`config.mk`:
```
export PLATFORM = sky130hd
export DESIGN_NAME = prog_lut
export DESIGN_NICKNAME = d
export VERILOG_FILES = /design/src/rtl/prog_lut.sv
export SDC_FILE = /design/constraint.sdc
export NUM_CORES = 1
export LEC_CHECK = 0
export CORE_AREA = 2 2 54 56
export DETAILED_ROUTE_END_ITERATION = 16
export DIE_AREA = 0 0 56 58
export PLACE_DENSITY = 0.67
export SYNTH_ARGS = -nofsm -noshare
export SYNTH_HDL_FRONTEND = slang
export SYNTH_SLANG_ARGS = --single-unit
```
`constraint.sdc`:
```
create_clock -name clk -period 1.2 [get_ports clk]
set_input_delay 0.24 -clock clk [delete_from_list [all_inputs] [get_ports clk]]
set_output_delay 0.24 -clock clk [all_outputs]
set_load 0.02 [all_outputs]
```
`src/rtl/prog_lut.sv`:
```
// Programmable N_IN-input lookup table with serial truth-table reload.
// Define PROG_LUT_IN_SYNC_EN to add a 2-flop input synchronizer.
module prog_lut #(
  parameter int                  N_IN    = 3,
  parameter logic [2**N_IN-1:0]  TT_INIT = 8'h70
) (
  input  logic            clk,
  input  logic            rst_n,
  input  logic [N_IN-1:0] in_vec,
  input  logic            in_valid,
  output logic            out,
  output logic            out_valid,
  input  logic            cfg_start,
  input  logic            cfg_bit,
  input  logic            cfg_valid,
  output logic            cfg_ready,
  output logic            cfg_done
);

  localparam int DEPTH = 2**N_IN;
  localparam int CW    = N_IN + 1;

  typedef enum logic [1:0] {
    IDLE   = 2'd0,
    SHIFT  = 2'd1,
    COMMIT = 2'd2
  } cfg_state_e;

  cfg_state_e       state;
  cfg_state_e       state_nxt;
  logic [DEPTH-1:0] tt;
  logic [DEPTH-1:0] shadow;
  logic [CW-1:0]    cnt;
  logic             xfer;
  logic             last;
  logic             clr;
  logic [N_IN-1:0]  ev_vec;
  logic             ev_valid;

  assign xfer = cfg_valid && cfg_ready && !cfg_start;
  assign last = (cnt == CW'(DEPTH - 1));
  assign clr  = cfg_start && (state != COMMIT);

  always_ff @(posedge clk or negedge rst_n) begin
    if (!rst_n) begin
      state <= IDLE;
    end else begin
      state <= state_nxt;
    end
  end

  always_comb begin
    state_nxt = state;
    unique case (state)
      IDLE: begin
        if (cfg_start) state_nxt = SHIFT;
      end
      SHIFT: begin
        if (xfer && last) state_nxt = COMMIT;
      end
      COMMIT: begin
        state_nxt = IDLE;
      end
      default: begin
        state_nxt = IDLE;
      end
    endcase
  end

  always_comb begin
    cfg_ready = 1'b0;
    cfg_done  = 1'b0;
    unique case (state)
      SHIFT:   cfg_ready = 1'b1;
      COMMIT:  cfg_done  = 1'b1;
      default: ;
    endcase
  end

  // shadow collects the new table; the live table swaps only in COMMIT
  always_ff @(posedge clk or negedge rst_n) begin
    if (!rst_n) begin
      tt     <= TT_INIT;
      shadow <= '0;
      cnt    <= '0;
    end else begin
      if (state == COMMIT) tt <= shadow;
      if (clr) begin
        shadow <= '0;
        cnt    <= '0;
      end else if (xfer) begin
        shadow[cnt[N_IN-1:0]] <= cfg_bit;
        cnt                   <= cnt + CW'(1);
      end
    end
  end

`ifdef PROG_LUT_IN_SYNC_EN
  logic [N_IN-1:0] s1_vec;
  logic [N_IN-1:0] s2_vec;
  logic            s1_valid;
  logic            s2_valid;

  always_ff @(posedge clk or negedge rst_n) begin
    if (!rst_n) begin
      s1_vec   <= '0;
      s2_vec   <= '0;
      s1_valid <= 1'b0;
      s2_valid <= 1'b0;
    end else begin
      s1_vec   <= in_vec;
      s2_vec   <= s1_vec;
      s1_valid <= in_valid;
      s2_valid <= s1_valid;
    end
  end

  assign ev_vec   = s2_vec;
  assign ev_valid = s2_valid;
`else
  assign ev_vec   = in_vec;
  assign ev_valid = in_valid;
`endif

  always_ff @(posedge clk or negedge rst_n) begin
    if (!rst_n) begin
      out       <= 1'b0;
      out_valid <= 1'b0;
    end else begin
      out_valid <= ev_valid;
      if (ev_valid) out <= tt[ev_vec];
    end
  end

endmodule

```
==> summary.md, run 1 <==
| Metric | Value |
|---|---|
| Status | `complete, but fails checks` |
| Failing checks | `negative setup slack` |
| Post-synthesis mux area share | `0.1396` |
| Overall power | `1429 uW` |
| Most common cell after layout, fill and taps aside | `dfrtp_1` |
| Synthesis Warnings | `0` |
| Worst skew pair latency | `approximately 0.32 ns` |
| Die area | `around 0.0032 mm^2` |
| R2R Setup Slk | `-0.27 ns` |
| Placed instance count | `156` |
| Commonest non-fill, non-tap cells in the layout | `20 x dfrtp_1, 16 x buf_4, 10 x a21oi_1` |
| Flop pwr share | `0.590` |
| Worst r2r dst | `cnt[3]` |
| Fmax | `slightly below 700 MHz` |
| Mean area per synthesized cell | `11.42 um^2` |
| Total iterations of the first detailed-routing run | `4` |
| Gate power share | `0.156` |
| CP endpoint kind | `flop` |
| Minimum clock period | `roughly 1.5 ns` |
| Syn Inst Count | `102` |
| DRT iter0 DRCs | `28` |
| Via Count | `between 900 and 1,000` |
| Net Sw Frac | `0.2580` |
| IO Pins | `13` |
| Crit path required time | `around 1.5 ns` |
| Clock Skews | `around 0.019 ns` |
| Yosys top cell area share | `0.4511` |
| DRC viols | `0` |
| Share of post-route cells with drive strength above 1 | `0.4545` |
| Initial core utilization | `0.4375` |
| Longest Clk Path Bufs | `2` |
| Syn nets | `112` |
| Main combinational cell family by area after synthesis | `simple AND/OR/NAND/NOR gates` |
| Fraction of the mapped netlist area in adder cells | `0.01074` |
| Final clock period utilization by the worst path | `1.224` |
| Clk slew on worst S/H paths | `about 0.13 ns` |
| Hpwl dp | `1827 um` |
| Int Power | `1060 uW` |
| Compound-gate portion of the synthesized area | `0.1278` |
| Number of flops mapped to enable cells by yosys | `0` |
| Area grow syn2layout | `37.70%` |
| # fillers | `209` |
| WP data arrival | `1.73 ns` |
| Setup ws final | `-0.2687 ns` |
| Final Hold Fails | `0` |
| Die height | `58 um` |
| PwrDens | `890.6 mW/mm^2` |
| Global-route wire length before repair | `4374 um` |
| CTS tree | `yes` |
| Non-Filler Instances | `163` |
| Post-Synth Simple-Gate Area | `0.1654` |
| Max-cap violations | `0` |
| Final setup vio count | `23` |
| HP Class | `primary input to asynchronous set/reset pin` |
| Measured slew at the worst slew-check pin | `0.2792 ns` |
| Antenna-violating nets left | `0` |
| Routability Congestion | `0.8029` |
| Crit Path Class | `flop to flop` |
| Largest area contributor in the netlist | `dfrtp_1` |
| GRT Total Usage | `0.1762` |
| Die Wd | `56 um` |
| Core footprint | `~0.0027 mm^2` |
| RSZ-0062 raised after global routing | `true` |
| CP max FO | `5` |
| Layout Utilization | `0.6024` |
| Drt total wl | `2778 um` |
| Fin. max-slew vios | `0` |
| Final hold slack | `0.2454 ns` |
| Slew HR | `0.8133` |
| Nets | `143` |
| Diode count | `0` |
| Number of clock buffers inserted by TritonCTS | `3` |
| PortBufs | `12` |
| Drt wl/cell | `17.04 um` |
| Netlist Area Pre-Place | `roughly 0.0012 mm^2` |
| Worst reg2reg startpoint | `state[1]` |
| Sequential area share after synthesis | `0.5188` |
| H-tree Lvls | `1` |
| Multi-input gate area | `621.8 um^2` |
| FF+latch area | `around 610 um^2` |
| Largest net degree at the start of global routing | `25` |
| Worst setup SP type | `flop` |
| Clk root buf | `clkbuf_4` |
| CTS sink cnt | `24` |
| Worst vdd ir | `683.9 uV` |
| Most used DFF post-synth | `dfrtp_1` |
| Worst Setup SP | `state[1]` |
| Vias/cell | `5.804` |
| Largest cells by area after synthesis | `dfrtp_1 45%, mux2_2 7.7%, dfstp_2 6.8%` |
| XOR/XNOR Fraction of Synth Area | `0` |
| Clock power frac | `0.255` |
| LEAKAGE | `0.0006805 uW` |
| #FFs+latches synth | `24` |
| Post-synth ARST share | `1.000` |
| Row cnt | `19` |
| Vias in the first global route | `911` |
| Distinct cells, synth | `29` |
| Antenna violations before repair | `0` |
| R2R cell count | `4` |
| Global route overflow | `0` |
| NetSw | `368.6 uW` |
-- worst max-delay path, stage by stage, from the launching register on --
cell       delay (ns)
dfrtp_1          0.44
buf_6            0.14
nand4bb_4        0.22
or4_1            0.47
a21oi_2          0.14
-- stage by stage --
step | worst slack, ns | setup TNS (ns) | area (um^2)
after floorplan | -0.02438 | -0.1116 | 1191
after global placement | -0.3892 | -4.962 | 1461
after detailed placement | -0.4469 | -5.366 | 1461
after CTS | -0.1971 | -2.307 | 1528
after global routing | -0.3014 | -3.913 | 1604
final | -0.2687 | -2.847 | 1604
-- cells in the mapped netlist (2+ instances only) --
library cell / number
dfrtp_1: 21
nand4_1: 8
inv_1: 2
nand2_1: 2
nand2b_1: 3
nor2_1: 3
mux2_2: 8
inv_2: 2
mux2i_1: 5
nor2b_1: 3
a21oi_1: 12
and2_1: 2
clkbuf_1: 5
o31ai_1: 9
dfstp_2: 3
-- power by group through the flow --
stage	combinational [uW]	clock, uW	sequential [uW]
after global routing	241	408	846
after detailed placement	194	0	853
after CTS	208	371	838
after global placement	189	0	852
after floorplan	88.8	0	852
final	222	364	842
-- worst max path at each step --
stage	endpoint	slack, ns	cells after the start
3_5_place_dp	out	-0.45	4
2_1_floorplan	cnt[3]	-0.02	3
3_3_place_gp	out	-0.39	4
4_1_cts	cfg_ready	-0.20	3
5_1_grt	cnt[3]	-0.30	4
6_report	cnt[3]	-0.27	4
-- routing by layer --
metal  up-vias  track usage  routed length, um
li1        445            -                  -
met1       464       0.2235               1115
met2        29       0.2975               1458
met3         8      0.02679                126
met4         0      0.08503                 78
met5         -            0                  0
-- cell type report --
class,instances,share of cell area
multi-input combinational,68,0.3877
timing repair buffer,32,0.1833
inverter,4,0.01092
clock buffer,4,0.01638
tap,31,0.02418
sequential,24,0.3775
-- flip-flops by register name, summed over array words and instances (netlist names) --
register	count
state	2
out	1
cnt	4
tt	8
out_valid	1
shadow	8
-- cell families (layout without fill, tap and decap cells) --
| logic type | Yosys count | after routing |
|---|---|---|
| AO/OA/AOI/OAI | 24 | 24 |
| adder cells (fa/ha/maj) | 1 | 1 |
| buffers and inverters | 11 | 40 |
| flip-flops | 24 | 24 |
| multiplexers | 14 | 14 |
| AND/OR/NAND/NOR | 28 | 29 |
-- what timing repair did --
item,4_1_cts,5_1_grt
cloned,0,1
endpoints found under the setup margin,25,25
resized for setup,28,13
buffers inserted,0,2
hold buffers,0,0
hold endpoints to repair,0,0
pin swaps,3,2
No activity file was read; power rests on OpenSTA's default activity.
==> run 2: changes to the inputs <==
PLACE_DENSITY = 0.71   (was 0.67)
==> summary.md, run 2 (same netlist as run 1, synthesis figures left out) <==
| Metric | Value |
|---|---|
| Clk root buf | `clkbuf_4` |
| Die Wd | `~56 um` |
| Fin. max-slew vios | `0` |
| Worst skew pair latency | `approximately 0.32 ns` |
| Multi-input gate area | `634.4 um^2` |
| GRT Total Usage | `0.1738` |
| Longest Clk Path Bufs | `2` |
| Core footprint | `0.002663 mm^2` |
| CP peak stage delay | `0.43 ns` |
| CP max stage cell | `dfrtp_1` |
| H-tree Lvls | `1` |
| Clock Skews | `about 0.0062 ns` |
| IO Pins | `13` |
| Crit path required time | `0.96 ns` |
| Max-cap violations | `0` |
| Drt wl/cell | `16.42 um` |
| Via Count | `927` |
| Die height | `roughly 58 um` |
| Crit Path Class | `flop to output pin` |
| LEAKAGE | `0.0007065 uW` |
| Die area | `0.003248 mm^2` |
| Global-route wire length before repair | `~4300 um` |
| Vias/cell | `between 5 and 6` |
| Worst setup SP type | `flop` |
| Worst r2r dst | `cnt[3]` |
| Row cnt | `19` |
| FF+latch area | `606.8 um^2` |
| Failing checks | `negative setup slack` |
| Drt total wl | `about 2700 um` |
| Final clock period utilization by the worst path | `1.142` |
| Number of clock buffers inserted by TritonCTS | `3` |
| Antenna-violating nets left | `0` |
| Clk slew on worst S/H paths | `0.14 ns` |
| Nets | `143` |
| PortBufs | `12` |
| Initial core utilization | `0.4375` |
| R2R Setup Slk | `-0.16 ns` |
| CTS tree | `yes` |
| Design Area, Final | `0.001639 mm^2` |
| Total iterations of the first detailed-routing run | `4` |
| R2R cell count | `3` |
| Vias in the first global route | `931` |
| Crit path buf inv count | `2` |
| Most common cell after layout, fill and taps aside | `dfrtp_1` |
| CTS sink cnt | `24` |
| CP endpoint kind | `output pin` |
| Slew HR | `0.8327` |
| Antenna violations before repair | `0` |
| Fmax | `between 700 and 800 MHz` |
| Area grow syn2layout | `40.71%` |
| HP Class | `primary input to asynchronous set/reset pin` |
| Most used cell, CP | `buf_6` |
| Hpwl dp | `1773 um` |
| DRT iter0 DRCs | `9` |
| Commonest non-fill, non-tap cells in the layout | `19 x dfrtp_1, 16 x buf_4, 9 x a21oi_1` |
| Worst reg2reg startpoint | `state[1]` |
| Final setup vio count | `19` |
| RSZ-0062 raised after global routing | `true` |
| PwrDens | `1001 mW/mm^2` |
| CP top delay family | `flip-flops` |
| Largest net degree at the start of global routing | `25` |
| Worst vdd ir | `943.5 uV` |
| Diode count | `0` |
| Final Hold Fails | `0` |
| Share of post-route cells with drive strength above 1 | `0.4545` |
| Largest regs | `shadow (8), tt (8), cnt (4)` |
| Placed instance count | `156` |
| Hold buffers post-CTS | `0` |
| Non-Filler Instances | `163` |
| Status | `complete, but fails checks` |
| Minimum clock period | `1.370 ns` |
| Setup ws final | `-0.1704 ns` |
| WP data arrival | `1.13 ns` |
| CP max FO | `4` |
| Global route overflow | `0` |
| CP Cell Sequence | `buf_6 > nor2b_4 > buf_6` |
| # fillers | `231` |
| DRC viols | `0` |
| Routability Congestion | `0.7527` |
| Dpl cell area | `between 0.001 and 0.0015 mm^2` |
| Measured slew at the worst slew-check pin | `0.2502 ns` |
[run 2: layout make-up]
cell class              instances  share of cell area
clock buffers                   3             0.01374
clock inverters                 1             0.01832
inverters                       4             0.01069
multi-input cells              68              0.3870
flip-flops and latches         24              0.3702
well taps                      31             0.02366
repair buffers                 32              0.1763
[run 2: how the worst max path moves through the flow]
stage                         start         to  slack (ns)  cells past startpoint
final                      state[0]  cfg_ready       -0.17                      3
after global routing       state[1]     cnt[3]       -0.21                      3
after CTS                  state[0]  cfg_ready       -0.17                      3
after detailed placement  in_vec[0]        out       -0.46                      4
after global placement    in_vec[0]        out       -0.39                      4
after floorplan            state[1]     cnt[3]       -0.02                      3
[run 2: metrics by stage]
stage | TNS, ns | setup WS [ns] | power [uW] | hold WS [ns] | util
after CTS | -1.806 | -0.1744 | 1642 | 0.2418 | 0.5926
after global routing | -2.512 | -0.2146 | 1708 | 0.2539 | 0.6156
after global placement | -5.351 | -0.3862 | 1034 | 0.4947 | 0.5442
after floorplan | -0.1116 | -0.02438 | 940.4 | -0.05559 | -
after detailed placement | -6.296 | -0.4631 | 1043 | 0.4979 | 0.5442
final | -1.725 | -0.1704 | 1641 | 0.2461 | 0.6156
[run 2: metal layers]
| metal | track usage | wire (um) |
|---|---|---|
| met5 | 0 | 0 |
| met4 | 0.04082 | 23 |
| met3 | 0.04911 | 103 |
| met2 | 0.3361 | 1430 |
| met1 | 0.1872 | 1119 |
[run 2: power breakdown]
group          switching, uW  internal [uW]
combinational            109            101
clock                    253            338
sequential              16.2            823
total                    379           1260
[run 2: timing repair]
action                                  4_1_cts  5_1_grt
endpoints found under the setup margin       25       24
gates cloned                                  0        1
pin swaps                                     2        7
setup buffers                                 0        3
gates resized for setup                      41       10
